[src/rtl/collision_detector_pkg.sv]
// Shared constants, FSM state encoding and test indices for the
// per-frame ball collision checker.
package collision_detector_pkg;

  localparam int SCREEN_WIDTH  = 640;
  localparam int SCREEN_HEIGHT = 480;
  localparam int BALL_WIDTH    = 16;
  localparam int BALL_HEIGHT   = 16;
  localparam int PADDLE_WIDTH  = 16;
  localparam int PADDLE_HEIGHT = 64;

  localparam logic [2:0] IDX_LEFT     = 3'd0;
  localparam logic [2:0] IDX_RIGHT    = 3'd1;
  localparam logic [2:0] IDX_TOP      = 3'd2;
  localparam logic [2:0] IDX_BOTTOM   = 3'd3;
  localparam logic [2:0] IDX_PLAYER   = 3'd4;
  localparam logic [2:0] IDX_COMPUTER = 3'd5;

  typedef enum logic [1:0] {
    ST_IDLE    = 2'd0,
    ST_CHECK   = 2'd1,
    ST_PUBLISH = 2'd2
  } state_e;

endpackage

[src/rtl/collision_detector_box_overlap.sv]
// Combinational strict AABB overlap of two boxes; touching edges do not overlap.
module box_overlap #(
  parameter int A_W = 16,
  parameter int A_H = 16,
  parameter int B_W = 16,
  parameter int B_H = 64
) (
  input  logic [15:0] ax,
  input  logic [15:0] ay,
  input  logic [15:0] bx,
  input  logic [15:0] by,
  output logic        overlap
);

  // 17-bit sums so boxes near the coordinate limit never wrap
  logic [16:0] ax_e, ay_e, bx_e, by_e;

  assign ax_e = {1'b0, ax};
  assign ay_e = {1'b0, ay};
  assign bx_e = {1'b0, bx};
  assign by_e = {1'b0, by};

  assign overlap = (ax_e < bx_e + 17'(B_W)) && (bx_e < ax_e + 17'(A_W)) &&
                   (ay_e < by_e + 17'(B_H)) && (by_e < ay_e + 17'(A_H));

endmodule

[src/rtl/collision_detector.sv]
// Snapshots object positions on frameEnd, runs one collision test per cycle
// and publishes all six flags together.
//
// state      | meaning
// ST_IDLE    | waiting for frameEnd
// ST_CHECK   | evaluating test idx into shadow bit idx
// ST_PUBLISH | copying shadow flags to outputs, pulsing updated
module collision_detector
  import collision_detector_pkg::*;
(
  input  logic        pixelClock,
  input  logic        resetN,
  input  logic        frameEnd,
  input  logic        enable,
  input  logic [15:0] ballX,
  input  logic [15:0] ballY,
  input  logic [15:0] playerPaddleX,
  input  logic [15:0] playerPaddleY,
  input  logic [15:0] computerPaddleX,
  input  logic [15:0] computerPaddleY,
  output logic        collisionBallScreenLeft,
  output logic        collisionBallScreenRight,
  output logic        collisionBallScreenTop,
  output logic        collisionBallScreenBottom,
  output logic        collisionBallPlayerPaddle,
  output logic        collisionBallComputerPaddle,
  output logic        busy,
  output logic        updated
);

  state_e      state_q, state_d;
  logic [2:0]  idx_q, idx_d;
  logic [5:0]  shadow_q, shadow_d;
  logic [5:0]  flags_q, flags_d;
  logic        updated_q, updated_d;
  logic        en_q, en_d;
  logic [15:0] ball_x_q, ball_x_d, ball_y_q, ball_y_d;
  logic [15:0] ply_x_q, ply_x_d, ply_y_q, ply_y_d;
  logic [15:0] cpu_x_q, cpu_x_d, cpu_y_q, cpu_y_d;

  logic [15:0] pad_x, pad_y;
  logic        pad_hit;
  logic        test_bit;

  assign pad_x = (idx_q == IDX_COMPUTER) ? cpu_x_q : ply_x_q;
  assign pad_y = (idx_q == IDX_COMPUTER) ? cpu_y_q : ply_y_q;

  box_overlap #(
    .A_W(BALL_WIDTH),
    .A_H(BALL_HEIGHT),
    .B_W(PADDLE_WIDTH),
    .B_H(PADDLE_HEIGHT)
  ) u_overlap (
    .ax     (ball_x_q),
    .ay     (ball_y_q),
    .bx     (pad_x),
    .by     (pad_y),
    .overlap(pad_hit)
  );

  always_comb begin
    test_bit = 1'b0;
    case (idx_q)
      IDX_LEFT:     test_bit = (ball_x_q == 16'd0);
      IDX_RIGHT:    test_bit = ({1'b0, ball_x_q} + 17'(BALL_WIDTH))  >= 17'(SCREEN_WIDTH);
      IDX_TOP:      test_bit = (ball_y_q == 16'd0);
      IDX_BOTTOM:   test_bit = ({1'b0, ball_y_q} + 17'(BALL_HEIGHT)) >= 17'(SCREEN_HEIGHT);
      IDX_PLAYER,
      IDX_COMPUTER: test_bit = pad_hit;
      default:      test_bit = 1'b0;
    endcase
  end

  always_comb begin
    state_d   = state_q;
    idx_d     = idx_q;
    shadow_d  = shadow_q;
    flags_d   = flags_q;
    updated_d = 1'b0;
    en_d      = en_q;
    ball_x_d  = ball_x_q;
    ball_y_d  = ball_y_q;
    ply_x_d   = ply_x_q;
    ply_y_d   = ply_y_q;
    cpu_x_d   = cpu_x_q;
    cpu_y_d   = cpu_y_q;
    case (state_q)
      ST_IDLE: begin
        if (frameEnd) begin
          en_d     = enable;
          ball_x_d = ballX;
          ball_y_d = ballY;
          ply_x_d  = playerPaddleX;
          ply_y_d  = playerPaddleY;
          cpu_x_d  = computerPaddleX;
          cpu_y_d  = computerPaddleY;
          idx_d    = IDX_LEFT;
          state_d  = ST_CHECK;
        end
      end
      ST_CHECK: begin
        shadow_d[idx_q] = en_q & test_bit;
        idx_d = idx_q + 3'd1;
        if (idx_q == IDX_COMPUTER) state_d = ST_PUBLISH;
      end
      ST_PUBLISH: begin
        flags_d   = shadow_q;
        updated_d = 1'b1;
        state_d   = ST_IDLE;
      end
      default: state_d = ST_IDLE;
    endcase
  end

  always_ff @(posedge pixelClock or negedge resetN) begin
    if (!resetN) begin
      state_q   <= ST_IDLE;
      idx_q     <= 3'd0;
      shadow_q  <= 6'd0;
      flags_q   <= 6'd0;
      updated_q <= 1'b0;
      en_q      <= 1'b0;
      ball_x_q  <= 16'd0;
      ball_y_q  <= 16'd0;
      ply_x_q   <= 16'd0;
      ply_y_q   <= 16'd0;
      cpu_x_q   <= 16'd0;
      cpu_y_q   <= 16'd0;
    end else begin
      state_q   <= state_d;
      idx_q     <= idx_d;
      shadow_q  <= shadow_d;
      flags_q   <= flags_d;
      updated_q <= updated_d;
      en_q      <= en_d;
      ball_x_q  <= ball_x_d;
      ball_y_q  <= ball_y_d;
      ply_x_q   <= ply_x_d;
      ply_y_q   <= ply_y_d;
      cpu_x_q   <= cpu_x_d;
      cpu_y_q   <= cpu_y_d;
    end
  end

  assign busy    = (state_q != ST_IDLE);
  assign updated = updated_q;

  assign collisionBallScreenLeft     = flags_q[IDX_LEFT];
  assign collisionBallScreenRight    = flags_q[IDX_RIGHT];
  assign collisionBallScreenTop      = flags_q[IDX_TOP];
  assign collisionBallScreenBottom   = flags_q[IDX_BOTTOM];
  assign collisionBallPlayerPaddle   = flags_q[IDX_PLAYER];
  assign collisionBallComputerPaddle = flags_q[IDX_COMPUTER];

endmodule

[config.mk]
export PLATFORM = sky130hd
export DESIGN_NAME = collision_detector
export DESIGN_NICKNAME = d
export VERILOG_FILES = /design/src/rtl/collision_detector_pkg.sv /design/src/rtl/collision_detector_box_overlap.sv /design/src/rtl/collision_detector.sv
export SDC_FILE = /design/constraint.sdc
export NUM_CORES = 1
export LEC_CHECK = 0
export BUFFER_PORTS_ARGS = -buffer_cell sky130_fd_sc_hd__buf_2
export CORE_MARGIN = 2
export CORE_UTILIZATION = 40
export DETAILED_ROUTE_END_ITERATION = 7
export GPL_TIMING_DRIVEN = 0
export HOLD_SLACK_MARGIN = 0.15
export PLACE_DENSITY = 0.63
export SLEW_MARGIN = 40
export SYNTH_ARGS = -nofsm -noshare
export SYNTH_HDL_FRONTEND = slang
export SYNTH_SLANG_ARGS = --single-unit
[constraint.sdc]
create_clock -name pixelClock -period 4.4 [get_ports pixelClock]
set_input_delay 0.88 -clock pixelClock [delete_from_list [all_inputs] [get_ports pixelClock]]
set_output_delay 0.88 -clock pixelClock [all_outputs]
set_load 0.01 [all_outputs]
==> results_dict.tcl <==
set metrics [dict create \
    r2r_slack_ns 0.22 \
    power.internal_w 0.004182 \
    cts_max_level 4 \
    antenna_found_initial 0 \
    yosysSeqAreaShare_pct 39.26 \
    vias_per_cell 5.374 \
    critical_path.slowest_cell "dfrtp_2" \
    worstPathCellList "inv_1 > ha_2 > buf_6 > and2_4 > buf_8 > clkbuf_16 > buf_4 > mux2i_1 > nor3_2 > xnor2_1 > ha_1 > a211oi_1 > o21ai_0 > a221oi_2 > o21ai_1 > a211oi_2 > a211oi_4 > o41ai_2" \
    dieArea_um2 19420 \
    synth_ff_type "dfrtp_1" \
    netlist_instances 725 \
    reg2reg_to "shadow_q[5]" \
    arrival_ns 4.49 \
    post-route-util_pct 50.18 \
    startpoint "idx_q[1]" \
    initialDrtViolationCount 380 \
    yosys_warnings 0 \
    cap_violations 0 \
    ant_nets 0 \
    post-place-ws_ns -1.321 \
    synth-edff-count 0 \
    area_growth_pct 22.99 \
    clk_pin_slew_ns 0.06 \
    yosysUniqueCellTypes 57 \
    max_freq_mhz 239.1 \
    fp-row-count 49 \
    drive_above_1_share_pct 31.11 \
    holdWs_ns 0.3651 \
    worst_pin_slew_ns 0.8350 \
    p_comb_share_pct 51.2 \
    synth_top_area_share_pct 39.26 \
    status "completed" \
    drc 0 \
    die_w_um 139.4 \
    wl_per_cell_um 18.08 \
    power_density_nw_per_um2 799.4 \
    reg2reg_from "idx_q[1]" \
    slew_viol_final 0 \
    fin_skew_ns 0.01245 \
    cts-hold-fix-buffers 0 \
    fin_crit_ns 4.182 \
    syn-cell-area_um2 7330 \
    pin_count 108 \
    period_share_pct 95.05 \
    nets 1029 \
    crit_end "shadow_q[5]" \
    worstPathRequired_ns 4.71 \
    cp_max_fo 10 \
    syn_avg_cell_area_um2 10.11 \
    clk_latency_ns 0.42 \
    firstDrtPassIters 5 \
    p_leak_nw 4.221 \
    cp-end-kind "flop" \
    ir_drop_mv 0.5599 \
    power.total_w 0.007207 \
    clock_sinks 115 \
    yosys-top-cells-area "dfrtp_1 (39%), mux2_2 (14%), ha_1 (12%)" \
    dp_hpwl_um 14810 \
    wl_um 19890 \
    tritoncts "built" \
    switchingPower_w 0.003025 \
    routabilityCongestion 0.8955 \
    max-slew-margin-rel_pct 44.33 \
    synthTopCellsByCount "dfrtp_1 (115), nand2_1 (92), mux2_2 (89)" \
    start_kind "flop" \
    clockBufferDepth 2 \
    fp.dieH_um 139.4 \
    synth.most_common_cell "dfrtp_1" \
    fin_ws_ns 0.2178 \
    rsz0062_at_grt "false" \
    core_um2 17960 \
    synth_nets 896 \
    r2r.worst_path.cells 18 \
    diodes 0 \
    p_sw_share_pct 41.97 \
    hold_viol_final 0 \
    initial_core_util_pct 40.80 \
    root_buffer "clkbuf_16" \
    gr-total-overflow 0 \
    synth_top_cell_by_area "dfrtp_1" \
    vias 5911 \
    min_path_type "input pin to asynchronous set/reset pin" \
    ys_async_sr_fraction_pct 100.0 \
    setup_violations 0 \
    grt_pass1_wl_um 31970 \
    crit_type "flop to flop" \
    port_buffers 107 \
    cts_made_buffers 17 \
    seqPwrFrac_pct 28.7 \
    p_clk_share_pct 20.0 \
    fill_cells 1686 \
    grt_max_degree 66 \
    ys_ff_latch 115 \
    grt_pass1_vias 6049 \
    slowest_delay_ns 0.42 \
    track_usage_pct 21.13 \
]
[how the worst min path moves through the flow]
| stage | depth (start not counted) | startpoint | slack [ns] | endpoint |
|---|---|---|---|---|
| after detailed placement | 2 | shadow_q[5] | 0.49 | shadow_q[5] |
| after CTS | 1 | resetN | 0.38 | ply_y_q[7] |
| after global placement | 1 | flags_q[5] | 0.48 | flags_q[5] |
| final | 1 | resetN | 0.37 | cpu_y_q[7] |
| after global routing | 1 | resetN | 0.38 | ply_y_q[7] |
| after floorplan | 2 | shadow_q[1] | 0.46 | shadow_q[1] |
[critical path: cells and delay by family (launching register included)]
| family | cells | cell delay (ns) |
|---|---|---|
| compound gates | 7 | 1.50 |
| fa+ha+maj | 2 | 0.48 |
| xor+xnor | 1 | 0.18 |
| mux | 1 | 0.42 |
| simple gates | 2 | 0.29 |
| flops | 1 | 0.42 |
| buf+inv | 5 | 0.77 |
[area by class of cell]
class,instances,area [um2],area share (%)
buffer,26,176.4,1.957
clock buffer,19,442.9,4.913
clock inverter,13,171.4,1.901
inverter,46,172.7,1.915
multi-input combinational,536,4255,47.20
sequential,115,2879,31.94
tap,229,286.5,3.178
timing repair buffer,116,630.6,6.995
[through the flow]
stage                     setup TNS (ns)  instances  cell area (um2)
after floorplan                        0        725             7330
after global placement            -7.738       1061             8152
after detailed placement          -7.620       1062             8189
after CTS                              0       1096             8959
after global routing                   0       1100             9015
final                                  0       1100             9015
[power groups by stage]
stage | clock (W) | combinational (W) | sequential (W)
2_1_floorplan | 0 | 0.00261 | 0.00193
3_3_place_gp | 0 | 0.00339 | 0.00207
3_5_place_dp | 0 | 0.00345 | 0.00208
4_1_cts | 0.00147 | 0.00363 | 0.00207
5_1_grt | 0.00153 | 0.00415 | 0.00215
6_report | 0.00144 | 0.00369 | 0.00207
[what timing repair did]
action,4_1_cts,5_1_grt
gates resized for setup,33,8
endpoints found under the hold margin,0,0
cloned,0,1
pin swaps,5,9
endpoints found under the setup margin,6,6
setup buffers,2,5
[registers in the layout, summed over array words and instances, names as in the netlist]
| signal | flops |
|---|---|
| ball_x_q | 16 |
| ply_x_q | 16 |
| state_q | 2 |
| ball_y_q | 16 |
| flags_q | 6 |
| idx_q | 3 |
| cpu_x_q | 16 |
| ply_y_q | 16 |
| updated | 1 |
| cpu_y_q | 16 |
| shadow_q | 6 |
| en_q | 1 |
[metal layers]
metal / wire, um / global-route usage, % / vias up
met5: 0 / 0 / -
met4: 182 / 5.157 / 0
met3: 960 / 4.921 / 14
met2: 9485 / 34.67 / 145
met1: 9257 / 28.39 / 2890
li1: - / - / 2862
[layout by cell type, fill, tap and decap left out, types with 8 or more instances in the layout]
cell and instances:
buf_4 8, mux2_2 89, ha_1 69, clkbuf_1 16, nor2_1 24, and4_1 10, buf_2 110, nand4_1 12
xor2_1 16, nand3_1 35, a21oi_1 16, inv_1 46, nand2_1 90, xnor2_1 22, o21ai_0 35, mux2i_1 16
dfrtp_1 114, clkbuf_16 18
[cell families (layout without fill, tap and decap cells)]
group	count (synthesis)	after routing	synth area share (%)
AND/OR/NAND/NOR	215	215	14.32
flip-flops	115	115	39.26
AO/OA/AOI/OAI	107	107	9.731
multiplexers	105	105	15.86
buffers and inverters	74	220	4.165
adder cells (fa/ha/maj)	71	71	12.12
XOR/XNOR	38	38	4.541
Note: power is estimated with default switching activity, not from simulation.
